`src/rtl/rtlreqarb.sv`:
```
// rtlreqarb: round-robin scheduler that shares one downstream valid/ready
// consumer between NREQ FIFO-backed req/ack/vld request sources.
// One queue is granted at a time: a one-cycle ack pops an entry, the entry is
// captured when vld of the granted source returns, and it is held on the
// output register, tagged with the source id, until the consumer accepts it.
// Optional feature macro: RTLREQARB_TIMEOUT_EN adds a vld watchdog, the TOUT
// parameter and the errtout output pulse.
module rtlreqarb #(
    parameter int NREQ  = 4,
    parameter int IDW   = 2,
    parameter int WIDTH = 128
`ifdef RTLREQARB_TIMEOUT_EN
    ,
    parameter int TOUT  = 15
`endif
) (
    input  logic                    clk,
    input  logic                    rst,
    input  logic [NREQ-1:0]         req,
    input  logic [NREQ*WIDTH-1:0]   reqinfo,
    output logic [NREQ-1:0]         ack,
    input  logic [NREQ-1:0]         vld,
    input  logic [NREQ-1:0]         reqmsk,
    output logic                    outvld,
    input  logic                    outrdy,
    output logic [WIDTH-1:0]        outinfo,
    output logic [IDW-1:0]          outid,
    output logic                    busy,
    output logic [15:0]             grantcnt
`ifdef RTLREQARB_TIMEOUT_EN
    ,
    output logic                    errtout
`endif
);

    typedef enum logic [1:0] {
        S_IDLE  = 2'd0,
        S_GRANT = 2'd1,
        S_WAIT  = 2'd2,
        S_OUT   = 2'd3
    } state_t;

`ifdef RTLREQARB_TIMEOUT_EN
    // Watchdog width: enough to hold TOUT, never narrower than 4 bits.
    localparam int CNTW = ($clog2(TOUT + 1) < 4) ? 4 : $clog2(TOUT + 1);
`endif

    // First set bit of e searching upward from (last+1) mod NREQ, wrapping.
    function automatic logic [IDW-1:0] rr_pick(input logic [NREQ-1:0] e,
                                               input logic [IDW-1:0]  last);
        logic [IDW-1:0] win;
        logic           found;
        int             idx;
        win   = last;
        found = 1'b0;
        for (int k = 1; k <= NREQ; k++) begin
            idx = (int'(last) + k) % NREQ;
            if (!found && e[idx]) begin
                win   = IDW'(idx);
                found = 1'b1;
            end else begin
                found = found;
            end
        end
        return win;
    endfunction

    // One-hot decode of a requester index.
    function automatic logic [NREQ-1:0] idx_onehot(input logic [IDW-1:0] i);
        logic [NREQ-1:0] v;
        v    = '0;
        v[i] = 1'b1;
        return v;
    endfunction

    state_t            state_q, state_d;
    logic [IDW-1:0]    g_q, g_d;
    logic [IDW-1:0]    last_q, last_d;
    logic [NREQ-1:0]   ack_q, ack_d;
    logic              outvld_q, outvld_d;
    logic [WIDTH-1:0]  outinfo_q, outinfo_d;
    logic [IDW-1:0]    outid_q, outid_d;
    logic              busy_q, busy_d;
    logic [15:0]       grantcnt_q, grantcnt_d;
`ifdef RTLREQARB_TIMEOUT_EN
    logic [CNTW-1:0]   cnt_q, cnt_d;
    logic              errtout_q, errtout_d;
`endif

    logic [NREQ-1:0]   elig_s;
    logic              any_elig_s;
    logic [IDW-1:0]    pick_s;
    logic              vld_g_s;
    logic [WIDTH-1:0]  info_g_s;

    // Eligibility, round-robin winner and the granted source's strobe/data.
    always_comb begin
        elig_s     = req & ~reqmsk;
        any_elig_s = |elig_s;
        pick_s     = rr_pick(elig_s, last_q);
        vld_g_s    = vld[g_q];
        info_g_s   = reqinfo[int'(g_q) * WIDTH +: WIDTH];
    end

    // Next-state logic: arbitration, grant pulse, capture and output handshake.
    always_comb begin
        state_d    = state_q;
        g_d        = g_q;
        last_d     = last_q;
        ack_d      = '0;
        outvld_d   = outvld_q;
        outinfo_d  = outinfo_q;
        outid_d    = outid_q;
        grantcnt_d = grantcnt_q;
`ifdef RTLREQARB_TIMEOUT_EN
        cnt_d      = cnt_q;
        errtout_d  = 1'b0;
`endif
        case (state_q)
            S_IDLE: begin
                if (any_elig_s) begin
                    state_d = S_GRANT;
                    g_d     = pick_s;
                    last_d  = pick_s;
                    ack_d   = idx_onehot(pick_s);
                end else begin
                    state_d = S_IDLE;
                end
            end
            S_GRANT: begin
                // The ack pulse is already on the output register this cycle.
                state_d = S_WAIT;
`ifdef RTLREQARB_TIMEOUT_EN
                cnt_d   = '0;
`endif
            end
            S_WAIT: begin
                // Only the granted source's strobe counts; others are ignored.
                if (vld_g_s) begin
                    state_d    = S_OUT;
                    outinfo_d  = info_g_s;
                    outid_d    = g_q;
                    outvld_d   = 1'b1;
                    grantcnt_d = grantcnt_q + 16'd1;
                end
`ifdef RTLREQARB_TIMEOUT_EN
                else if (cnt_q == CNTW'(TOUT - 1)) begin
                    // Counter reaches TOUT this cycle with no data: abandon.
                    state_d   = S_IDLE;
                    errtout_d = 1'b1;
                end else begin
                    state_d = S_WAIT;
                    cnt_d   = cnt_q + CNTW'(1);
                end
`else
                else begin
                    state_d = S_WAIT;
                end
`endif
            end
            S_OUT: begin
                if (outrdy) begin
                    outvld_d = 1'b0;
                    // Back-to-back: arbitrate in the acceptance cycle itself.
                    if (any_elig_s) begin
                        state_d = S_GRANT;
                        g_d     = pick_s;
                        last_d  = pick_s;
                        ack_d   = idx_onehot(pick_s);
                    end else begin
                        state_d = S_IDLE;
                    end
                end else begin
                    state_d = S_OUT;
                end
            end
            default: begin
                state_d  = S_IDLE;
                outvld_d = 1'b0;
            end
        endcase
        busy_d = (state_d != S_IDLE);
    end

    // State and output registers; async reset discards any pending entry.
    always_ff @(posedge clk or negedge rst) begin
        if (!rst) begin
            state_q    <= S_IDLE;
            g_q        <= '0;
            last_q     <= IDW'(NREQ - 1);
            ack_q      <= '0;
            outvld_q   <= 1'b0;
            outinfo_q  <= '0;
            outid_q    <= '0;
            busy_q     <= 1'b0;
            grantcnt_q <= 16'd0;
`ifdef RTLREQARB_TIMEOUT_EN
            cnt_q      <= '0;
            errtout_q  <= 1'b0;
`endif
        end else begin
            state_q    <= state_d;
            g_q        <= g_d;
            last_q     <= last_d;
            ack_q      <= ack_d;
            outvld_q   <= outvld_d;
            outinfo_q  <= outinfo_d;
            outid_q    <= outid_d;
            busy_q     <= busy_d;
            grantcnt_q <= grantcnt_d;
`ifdef RTLREQARB_TIMEOUT_EN
            cnt_q      <= cnt_d;
            errtout_q  <= errtout_d;
`endif
        end
    end

    assign ack      = ack_q;
    assign outvld   = outvld_q;
    assign outinfo  = outinfo_q;
    assign outid    = outid_q;
    assign busy     = busy_q;
    assign grantcnt = grantcnt_q;
`ifdef RTLREQARB_TIMEOUT_EN
    assign errtout  = errtout_q;
`endif

endmodule
```
`config.mk`:
```
export PLATFORM = sky130hd
export DESIGN_NAME = rtlreqarb
export DESIGN_NICKNAME = d
export VERILOG_FILES = /design/src/rtl/rtlreqarb.sv
export SDC_FILE = /design/constraint.sdc
export NUM_CORES = 1
export LEC_CHECK = 0
export CELL_PAD_IN_SITES_DETAIL_PLACEMENT = 1
export CELL_PAD_IN_SITES_GLOBAL_PLACEMENT = 1
export CORE_AREA = 5 5 262 264
export DETAILED_ROUTE_END_ITERATION = 12
export DIE_AREA = 0 0 267 269
export DONT_BUFFER_PORTS = 1
export MAX_ROUTING_LAYER = met4
export PLACE_DENSITY_LB_ADDON = 0.1
export SYNTH_ARGS = -nofsm -noshare
export SYNTH_HDL_FRONTEND = slang
export SYNTH_SLANG_ARGS = --single-unit
```
`constraint.sdc`:
```
create_clock -name clk -period 1.7 [get_ports clk]
set_input_delay 0.425 -clock clk [delete_from_list [all_inputs] [get_ports clk]]
set_output_delay 0.425 -clock clk [all_outputs]
set_load 0.01 [all_outputs]
```
# After elaboration in Yosys (flattened, before gate mapping)
# Cells that the tools add are included.
[totals]
regBits = 158
inputBits = 527
output_inout_bits = 152
word_cells = 91
[classes]
n_addsub = 5
n_lt_le_gt_ge = 7
eq_ne = 5
n_shift = 1
mux = 39
bitwise_logic = 6
n_reduce_logical = 19
[ops]
columns = ["operator", "n"]
rows = [
  ["512-bit by 10-bit variable part select with 128-bit output", 1],
  ["2-bit two-way mux", 9],
  ["1-bit two-way mux", 17],
  ["16-bit by 1-bit adder with 16-bit output (second input constant)", 1],
  ["3-bit by 4-bit < comparator with 1-bit output (second input constant)", 4],
  ["1-bit binary-select mux with 2-bit select", 5],
  ["4-bit two-way mux", 2],
  ["2-bit one-hot mux with 2 select lines", 2],
  ["2-bit one-hot mux with 4 select lines", 1],
  ["4-bit one-hot mux with 2 select lines", 1],
  ["2-bit OR reduction", 4],
  ["2-bit by 3-bit < comparator with 1-bit output (second input constant)", 2],
  ["2-bit nonzero test", 3],
  ["2-bit by 1-bit adder with 2-bit output (second input constant)", 2],
  ["2-bit adder (second input constant)", 2],
  ["1-bit bitwise AND (first input constant)", 4],
  ["4-bit bitwise AND", 1],
  ["2-bit == test (second input constant)", 2],
  ["1-bit logical AND", 4],
  ["2-bit != test (second input constant)", 2],
  ["4-bit NOT", 1],
  ["2-bit AND reduction", 2],
  ["4-bit OR reduction", 1],
  ["1-bit logical NOT", 3],
  ["6 further kinds", 6],
]

# Longest topological paths before layout
# Gate-level depths: netlist of run 1.
[depth]
ltp_word = 23
depth_mapped = 9
depth_no_buf = 6

# Worst setup path before layout of run 1
# OpenSTA, ideal clock, no wires.
[synth_path]
path_kind = "register -> register"
from = "reg state_q[0]"
to = "reg outinfo_q[34], in the netlist outinfo[34]"
setup_time_ps = 66
arrival_ps = 1732
required_ps = 1634
setup_slack_ps = -98
path_stages_with_launch = 10
n_path_buf = 3
period_less_slack_ps = 1798
cell_sequence = "dfrtp_1 inv_1 ha_1 nor2b_1 a22o_1 buf_2 buf_2 clkbuf_1 nand2_1 nand2_1"
[synth_between]
elab_chain_len = 2
[synth_lines]
columns = ["item", "line_no", "rtl"]
rows = [
  ["from (decl)", "76", "state_t state_q, state_d;"],
  ["from (signal assigned)", "202", "state_q <= state_d;"],
  ["2-bit == test", "119", "case (state_q)"],
  ["2-bit AND reduction (no line)", "-", ""],
  ["to (signal assigned)", "207", "outinfo_q <= outinfo_d;"],
  ["to (decl)", "81", "logic [WIDTH-1:0] outinfo_q, outinfo_d;"],
]
# No other way between the ends.
# A chain may end at the register's enable or synchronous reset.

# Final worst setup path of run 1
[layout_path]
from = "reg g_q[1]"
to = "reg busy_q, in the netlist busy"
[layout_between]
elab_chain_len = 5
[layout_lines]
columns = ["item", "line_no", "rtl"]
rows = [
  ["from (decl)", "77", "logic [IDW-1:0] g_q, g_d;"],
  ["from (signal assigned)", "203", "g_q <= g_d;"],
  ["1-bit binary-select mux with 2-bit select", "101", "vld_g_s = vld[g_q];"],
  ["1-bit two-way mux (implied by the code)", "101", ""],
  ["1-bit two-way mux", "139", "if (vld_g_s) begin"],
  ["2-bit one-hot mux with 4 select lines", "119", ""],
  ["2-bit nonzero test", "182", "busy_d = (state_d != S_IDLE);"],
  ["net busy_d", "83", "logic busy_q, busy_d;"],
  ["to (signal assigned)", "209", "busy_q <= busy_d;"],
  ["to (decl)", "83", ""],
]
# The timed path passes the listed nets, and every way through them passes these cells. The select of a mux whose other input is x is not followed.

==> results of run 1 <==
stage by stage:
stage / setup WS, ps / utilization [%] / setup TNS (ps)
floorplan: -53.2 / - / -2520
global placement: -181 / 16.4 / -15070
detailed placement: -177 / 16.4 / -15170
CTS: -138 / 17.7 / -13620
global route: -197 / 18.2 / -19960
finish: -124 / 18.2 / -10810
worst max-delay path by stage:
stage,to,cells after the start,slack [ps]
finish,busy,4,-120
global route,outinfo[20],7,-200
CTS,outinfo[23],7,-140
detailed placement,g_q[0],6,-180
global placement,g_q[0],6,-180
floorplan,busy,6,-50
repair_timing:
item / in CTS / in global routing
buffers inserted: 7 / 11
pin swaps: 2 / 5
gates cloned: 5 / 6
resized for setup: 22 / 41
endpoints found under the setup margin: 142 / 152
hold endpoints to repair: 159 / 158
flip-flops by register name, indices dropped and copies added, names as in the netlist:
signal,cells
outid,2
outvld,1
last_q,2
grantcnt,16
outinfo,128
g_q,2
busy,1
state_q,2
ack,4
power groups by stage:
stage	Sequential (W)	Combinational, W	Clock [W]
after CTS	0.00779	0.0110	0.00424
after detailed placement	0.00784	0.0101	0
final	0.00765	0.0112	0.00394
after global placement	0.00789	0.0100	0
after global routing	0.00787	0.0124	0.00434
after floorplan	0.00696	0.00703	0
kinds of logic (layout without fill, tap and decap cells):
logic type      after synthesis  after routing
other cells                   0              5
mux                         136            136
flops                       158            158
fa+ha+maj                     4              4
buf+inv                      65            134
xor+xnor                     15             15
compound gates               14             14
simple gates                438            438
cells in the final DEF (no fill, tap or decap), drive strengths merged, types with 2 or more instances in the layout:
cell type  count
nand2        398
dfrtp        156
mux4         128
buf           93
clkbuf        23
xor2          10
clkinv         8
nor2b          6
nor3           6
nand3          6
mux2           6
diode          5
inv            5
xnor2          5
nor4           4
ha             4
or3            3
nand2b         2
mux2i          2
o21ai          2
and3           2
nand4          2
bufinv         2
dfstp          2
a22oi          2
a21oi          2
nor3b          2
a22o           2
nor4b          2
worst register-to-register path, stage by stage (launching register included):
cell and delay [ps]:
dfrtp_4 510, mux2_4 340, a22o_4 320, or3_4 340, a31o_1 210
metal layers:
| metal | share of wire (%) | up-vias | routed length, microns | track usage [%] |
|---|---|---|---|---|
| li1 | - | 3038 | - | - |
| met1 | 37 | 3524 | 15800 | 12.2 |
| met2 | 54 | 344 | 23200 | 19.7 |
| met3 | 7.7 | 30 | 3300 | 3.54 |
| met4 | 1.6 | 0 | 675 | 4.01 |
| met5 | 0 | - | 0 | - |
final cells by class:
| type | instances | area [sq um] | share of cell area, % |
|---|---|---|---|
| repair buffers | 99 | 1230 | 10.2 |
| flip-flops and latches | 158 | 3960 | 32.9 |
| clock inverters | 11 | 123 | 1.02 |
| diodes | 5 | 12.5 | 0.104 |
| multi-input cells | 607 | 5170 | 42.9 |
| well taps | 873 | 1090 | 9.07 |
| inverters | 5 | 18.8 | 0.156 |
| clock buffers | 19 | 433 | 3.59 |
==> impl_metrics.yaml, run 1 <==
power:
  finalPower_w: 0.0228
  pwr-share-clk_pct: 17.3
  power_frac_comb_pct: 49.1
  p_per_area_nw_per_um2: 1890
  leakage_nw: 5.20
  max-vdd-ir-drop_uv: 773
  p_sw_share_pct: 40.9
  p_int_w: 0.0135
  seqPwrFrac_pct: 33.6
  power_switching_w: 0.00931
floorplan:
  start_util_pct: 14.0
  design.core.area_sq_um: 66300
  rows: 95
  die_w_microns: 267
  dieArea_sq_um: 71800
  die_h_microns: 269
  ioPinCount: 679
clocking:
  holdBufCountCts: 1
  cts_tree: "built"
  clockBufferDepth: 2
  cts_buffers: 17
  clk_pin_slew_worst_paths_ps: 70
  clock_latency_ps: 470
  root_buffer: "clkbuf_16"
  cts_num_sinks: 158
  cts_max_level: 4
global_route:
  first_global_vias: 7860
  grt_pass1_wl_microns: 57200
  grt_max_degree: 159
  grt-ovfl-total: 0
  antenna_found_initial: 4
  track_usage_pct: 11.3
synthesis:
  synth_top_area_share_pct: 42.2
  synth_cell_type_count: 41
  synth_commonest_cells: "nand2_1 (398), dfrtp_1 (156), mux4_2 (128)"
  syn_avg_cell_area_sq_um: 11.2
  synth_seq_cells: 158
  synthMostInstantiatedCell: "nand2_1"
  synthSimpleGateAreaFrac_pct: 18.8
  synth_compound_area_share_pct: 1.12
  postSynthCellCount: 830
  synth-seq-area-share_pct: 42.7
  synth_nets: 1361
  ys.flop_type: "dfrtp_1"
  synth-xor-area-share_pct: 1.42
  synthAdderAreaFrac_pct: 0.541
  async_flop_share_pct: 100
  ys_top_cells_by_area: "dfrtp_1 (42%), mux4_2 (31%), nand2_1 (16%)"
  synth_area_sq_um: 9260
  muxShareOfSynthArea_pct: 32.2
  synth.largest_area_cell: "dfrtp_1"
  synth_top_family_by_area: "multiplexers"
  ys_warn_count: 0
  synth_edf_count: 0
sta:
  fmax_mhz: 548
  setup_viol: 132
  post-route-period-util_pct: 107
  drv_slew: 0
  setup_ws_ps: -124
  period_needed_ps: 1820
  worstMarginPinSlew_ps: 482
  finalHoldWorstSlack_ps: -350
  hold_viol: 158
  relSlewSlack_pct: 67.9
  fin_skew_ps: 14.3
  rsz0062_at_grt: "yes"
job:
  maxCapViolCount: 0
outcome:
  violations: "negative hold slack, negative setup slack"
  outcome: "finished, violations left"
setup_path:
  crit_family: "compound AO/OA/AOI/OAI gates"
  critPathLaunch: "g_q[1]"
  crit_path_max_fanout: 5
  timing.rr.end: "busy"
  worstPathRequired_ps: 2060
  cpPeakStageDelay_ps: 510
  path_cells: "mux2_4 -> a22o_4 -> or3_4 -> a31o_1"
  path_class: "reg -> reg"
  r2r_slack_ps: -120
  arrival_ps: 2190
  r2r_start: "g_q[1]"
  start_kind: "register"
  rr_worst_depth: 4
  slowest_stage: "dfrtp_4"
  critPathBufInv: 0
  end_kind: "register"
finish:
  nets: 1419
  fillers: 7559
  design_area_sq_um: 12000
  syn2layout_area_growth_pct: 30.2
  final_cells: 1777
  final_layout_size_suffix_gt1_share_pct: 33.4
placement:
  placed_area_sq_um: 10800
  placed_cells: 1714
  gp_congestion: 0.787
  io_buffers: 0
  hpwlAfterDp_microns: 32400
routing:
  wl_per_cell_microns: 24.2
  ant_nets: 0
  vias_per_cell: 3.90
  drtPass1Iterations: 4
  route.detailed.drc: 0
  routed_wl_microns: 43000
  vias: 6936
  drtIter0Drc: 263
min_path:
  hp-class: "in -> async"
(Power assumes the default switching activity.)
==> run 2, diff against run 1 <==
--- a/config.mk
+++ b/config.mk
@@ -7,9 +7,9 @@
 export LEC_CHECK = 0
 export CELL_PAD_IN_SITES_DETAIL_PLACEMENT = 1
 export CELL_PAD_IN_SITES_GLOBAL_PLACEMENT = 1
-export CORE_AREA = 5 5 262 264
+export CORE_AREA = 5 5 261 263
 export DETAILED_ROUTE_END_ITERATION = 12
-export DIE_AREA = 0 0 267 269
+export DIE_AREA = 0 0 266 268
 export DONT_BUFFER_PORTS = 1
 export MAX_ROUTING_LAYER = met4
 export PLACE_DENSITY_LB_ADDON = 0.1
==> constraint.sdc (replaced) <==
create_clock -name clk -period 2.3 [get_ports clk]
set_input_delay 0.575 -clock clk [delete_from_list [all_inputs] [get_ports clk]]
set_output_delay 0.575 -clock clk [all_outputs]
set_load 0.01 [all_outputs]
==> run 2 against run 1 <==
  * The run ends with negative hold slack left
  * Combinational power decreased by 42%
  * First-iteration DRC count grew 18%
  * Sequential cell count stayed put
  * Worst hold slack better by 150 ps
  * Clock skew decreased by 2.3 ps
  * Global-route usage shrank 0.40 points
  * Wire length shrank 6.5%
  * Sequential power fell by 26%
==> impl_metrics.yaml, run 2 (same netlist as run 1, synthesis figures left out) <==
placement:
  io_buffers: 0
  hpwlAfterDp_microns: 31900
  placed_area_sq_um: 10400
  dp_slack_ps: 257
  gp_congestion: 0.752
  placed_cells: 1660
routing:
  route.detailed.drc: 0
  ant_nets: 0
  vias: 6671
  vias_per_cell: 3.94
  routed_wl_microns: 40200
  drtPass1Iterations: 4
  drtIter0Drc: 311
  wl_per_cell_microns: 23.8
sta:
  period_needed_ps: 2010
  setup_tns_ps: 0
  fin_skew_ps: 11.9
  fmax_mhz: 496
  relSlewSlack_pct: 36.9
  setup_ws_ps: 285
  worstMarginPinSlew_ps: 946
  drv_slew: 0
  finalHoldWorstSlack_ps: -196
  hold_viol: 156
  setup_viol: 0
  rsz0062_at_grt: "no"
  post-route-period-util_pct: 87.6
global_route:
  grt-ovfl-total: 0
  grt_max_degree: 159
  antenna_found_initial: 1
  track_usage_pct: 10.9
  grt_pass1_wl_microns: 55200
  first_global_vias: 7421
outcome:
  outcome: "finished, violations left"
  violations: "negative hold slack"
min_path:
  hp-class: "in -> async"
clocking:
  clockBufferDepth: 2
  clk_pin_slew_worst_paths_ps: 70
  cts_buffers: 17
  root_buffer: "clkbuf_16"
  post_cts_buffers: 0
  clock_latency_ps: 470
  cts_num_sinks: 158
  cts_tree: "built"
  cts_max_level: 4
setup_path:
  timing.rr.end: "grantcnt[6]"
  r2r_start: "state_q[0]"
  worstPathRequired_ps: 2680
  end_kind: "register"
  critPathLaunch: "state_q[0]"
  rr_worst_depth: 7
  start_kind: "register"
  r2r_slack_ps: 290
  arrival_ps: 2400
  path_class: "reg -> reg"
  critical_path.endpoint: "grantcnt[6]"
  crit_path_max_fanout: 11
floorplan:
  dieArea_sq_um: 71300
  die_h_microns: 268
  die_w_microns: 266
  start_util_pct: 14.2
  rows: 94
  design.core.area_sq_um: 65400
  ioPinCount: 679
finish:
  diodes: 0
  fillers: 7531
  final_common_cell: "nand2_1"
  final_cell_mix: "nand2_1 (398), dfrtp_1 (154), mux4_2 (128)"
  design_area_sq_um: 11100
  syn2layout_area_growth_pct: 19.4
  final_layout_size_suffix_gt1_share_pct: 23.9
  nets: 1346
  largest_reg_flops: 128
  final_cells: 1692
power:
  leakage_nw: 4.69
  p_per_area_nw_per_um2: 1410
  max-vdd-ir-drop_uv: 565
job:
  maxCapViolCount: 0
-- run 2: timing repair --
item,CTS,global route
hold endpoints to repair,158,158
endpoints found under the setup margin,0,0
resized for setup,0,0
-- run 2: area by class of cell --
class	instances	area [sq um]	area share [%]
clock buffers	18	439	3.97
clock inverters	14	229	2.07
inverters	5	18.8	0.170
multi-input cells	607	5010	45.4
flip-flops and latches	158	3960	35.9
well taps	864	1080	9.78
repair buffers	26	308	2.79
-- run 2: worst max-delay path, stage by stage (launching register included) --
cell	delay, ps
dfrtp_1	390
inv_1	100
ha_1	220
nor2b_1	310
a22oi_2	190
buf_12	180
nor4b_1	370
xor2_1	170
-- run 2: worst min path at each step --
stage,to,from,slack (ps),cells past startpoint
after floorplan,ack[0],rst,280,0
after global placement,outinfo[71],rst,290,0
after detailed placement,outinfo[64],rst,290,0
after CTS,outinfo[64],rst,-260,0
after global routing,outinfo[71],rst,-250,0
final,outinfo[64],rst,-200,0
-- run 2: where the power goes --
part / internal (W) / switching (W)
Combinational: 0.00319 / 0.00336
Sequential: 0.00399 / 0.00168
Clock: 0.00198 / 0.00138
-- run 2: stage by stage --
step	power, W	utilization [%]	hold WS [ps]
global route	0.0169	16.9	-254
global placement	0.0127	15.9	289
CTS	0.0162	16.9	-264
floorplan	0.0103	-	279
finish	0.0156	16.9	-196
detailed placement	0.0127	15.9	288
-- run 2: per-layer routing --
layer,GRT usage [%],part of all wire (%)
met1,12.6,38
met5,-,0
met2,17.9,52
met4,2.96,1.4
met3,4.11,8.3
==> run 3, diff against run 2 <==
--- a/config.mk
+++ b/config.mk
@@ -7,12 +7,12 @@
 export LEC_CHECK = 0
 export CELL_PAD_IN_SITES_DETAIL_PLACEMENT = 1
 export CELL_PAD_IN_SITES_GLOBAL_PLACEMENT = 1
-export CORE_AREA = 5 5 261 263
+export CORE_AREA = 2 2 262 264
 export DETAILED_ROUTE_END_ITERATION = 12
-export DIE_AREA = 0 0 266 268
+export DIE_AREA = 0 0 264 266
 export DONT_BUFFER_PORTS = 1
 export MAX_ROUTING_LAYER = met4
-export PLACE_DENSITY_LB_ADDON = 0.1
+export PLACE_DENSITY = 0.35
 export SYNTH_ARGS = -nofsm -noshare
 export SYNTH_HDL_FRONTEND = slang
 export SYNTH_SLANG_ARGS = --single-unit
==> run 3 against run 2 <==
  * The flow still finishes with violations (negative hold slack)
  * Power is 3.3% lower
  * Non-clock buffer count is 5 lower
  * Sequential cell count stayed put
  * Largest cell class unchanged
  * Critical endpoint unchanged
==> impl_metrics.yaml, run 3 (same netlist as run 1, synthesis figures left out) <==
outcome:
  outcome: "finished, violations left"
  violations: "negative hold slack"
sta:
  fin_skew_ps: 17.7
  rsz0062_at_grt: "no"
  fmax_mhz: 504
  finalHoldWorstSlack_ps: -193
  drv_slew: 0
  worstMarginPinSlew_ps: 798
  setup_tns_ps: 0
  hold_viol: 158
  post-route-period-util_pct: 86.3
  setup_viol: 0
  relSlewSlack_pct: 46.8
  period_needed_ps: 1990
floorplan:
  dieArea_sq_um: 70200
  ioPinCount: 679
  rows: 96
  start_util_pct: 13.7
  design.core.area_sq_um: 67700
  die_h_microns: 266
  die_w_microns: 264
global_route:
  grt_pass1_wl_microns: 51900
  antenna_found_initial: 10
  grt-ovfl-total: 0
  grt_max_degree: 159
  met3_usage_pct: 3.85
  grtUsageMet2_pct: 17.1
  globalRoute.busiestLayer: "met2"
  track_usage_pct: 10.4
  first_global_vias: 7343
  use_met1_pct: 11.3
routing:
  vias: 6666
  drtPass1Iterations: 4
  routed_wl_microns: 36500
  vias_per_cell: 3.89
  wl_per_cell_microns: 21.3
  drtIter0Drc: 380
  ant_nets: 0
  route.detailed.drc: 0
clocking:
  cts_max_level: 4
  clockBufferDepth: 2
  cts_tree: "built"
  clk_pin_slew_worst_paths_ps: 70
  clock_latency_ps: 480
  cts_num_sinks: 158
  root_buffer: "clkbuf_16"
  post_cts_resized: 0
  cts_buffers: 17
  post_cts_buffers: 0
job:
  maxCapViolCount: 0
setup_path:
  arrival_ps: 2380
  worstPathRequired_ps: 2700
  crit_path_max_fanout: 18
  r2r_slack_ps: 310
  path_class: "reg -> reg"
  end_kind: "register"
  start_kind: "register"
finish:
  final_common_cell: "nand2_1"
  design_area_sq_um: 11000
  final_layout_size_suffix_gt1_share_pct: 23.5
  final_cell_mix: "nand2_1 (398), dfrtp_1 (154), mux4_2 (128)"
  syn2layout_area_growth_pct: 18.6
  nets: 1341
  largest_reg_flops: 128
  final_cells: 1713
  postLayoutCoreUtil_pct: 16.2
placement:
  io_buffers: 0
  hpwlAfterDp_microns: 29000
  placed_area_sq_um: 10300
  placed_cells: 1673
  gp_congestion: 0.913
power:
  p_per_area_nw_per_um2: 1370
  leakage_nw: 4.62
  max-vdd-ir-drop_uv: 564
min_path:
  hp-class: "in -> async"
==> run 3: changes by cell type in the layout (fill, tap and decap cells not counted) <==
cell | previous run | this run
diode_2 | 0 | 8
buf_4 | 17 | 14
clkinv_4 | 3 | 2
bufinv_16 | 5 | 3
clkinv_2 | 0 | 2
clkinvlp_4 | 2 | 4
buf_12 | 9 | 7
clkbuf_8 | 1 | 0
==> run 3: routing by layer <==
metal / vias to the layer above / wire length [microns]
met3: 36 / 3060
li1: 2885 / -
met1: 3397 / 13900
met2: 348 / 18600
met5: - / 0
met4: 0 / 918
==> run 3: critical path, cell delays in order (launching register included) <==
cell and delay, ps:
dfrtp_1 390, inv_1 100, ha_1 200, nor2b_1 290, a22oi_2 130, buf_4 230
nor4b_1 380, xor2_1 180
==> run 3: path summary, 6_finish.rpt <==
kind,endpoint,cells past startpoint,startpoint
hold / removal,outinfo[73],0,rst
setup / recovery,grantcnt[6],7,state_q[0]
hold reg to reg,outinfo[41],2,outinfo[41]
max in group asynchronous,outinfo[122],0,rst
setup reg to reg,grantcnt[6],7,state_q[0]
min in group clk,outvld,1,outrdy
==> run 3: metrics by stage <==
stage          setup slack (ps)  power [W]
2_1_floorplan               470     0.0103
3_3_place_gp                340     0.0122
3_5_place_dp                302     0.0123
4_1_cts                     283     0.0156
5_1_grt                     121     0.0164
6_report                    315     0.0151
==> run 3: final cells by class <==
class	count	area, sq um
fillers	7835	56800
multi-input cells	607	5010
flip-flops and latches	158	3960
well taps	882	1100
clock buffers	17	425
repair buffers	21	245
clock inverters	15	185
diodes	8	20.0
inverters	5	18.8
==> run 3: power by group <==
group	total (W)	leakage, nW	internal [W]	switching, W
registers	0.00566	2.00	0.00399	0.00167
clock network	0.00310	0.288	0.00172	0.00137
logic	0.00631	2.34	0.00310	0.00322
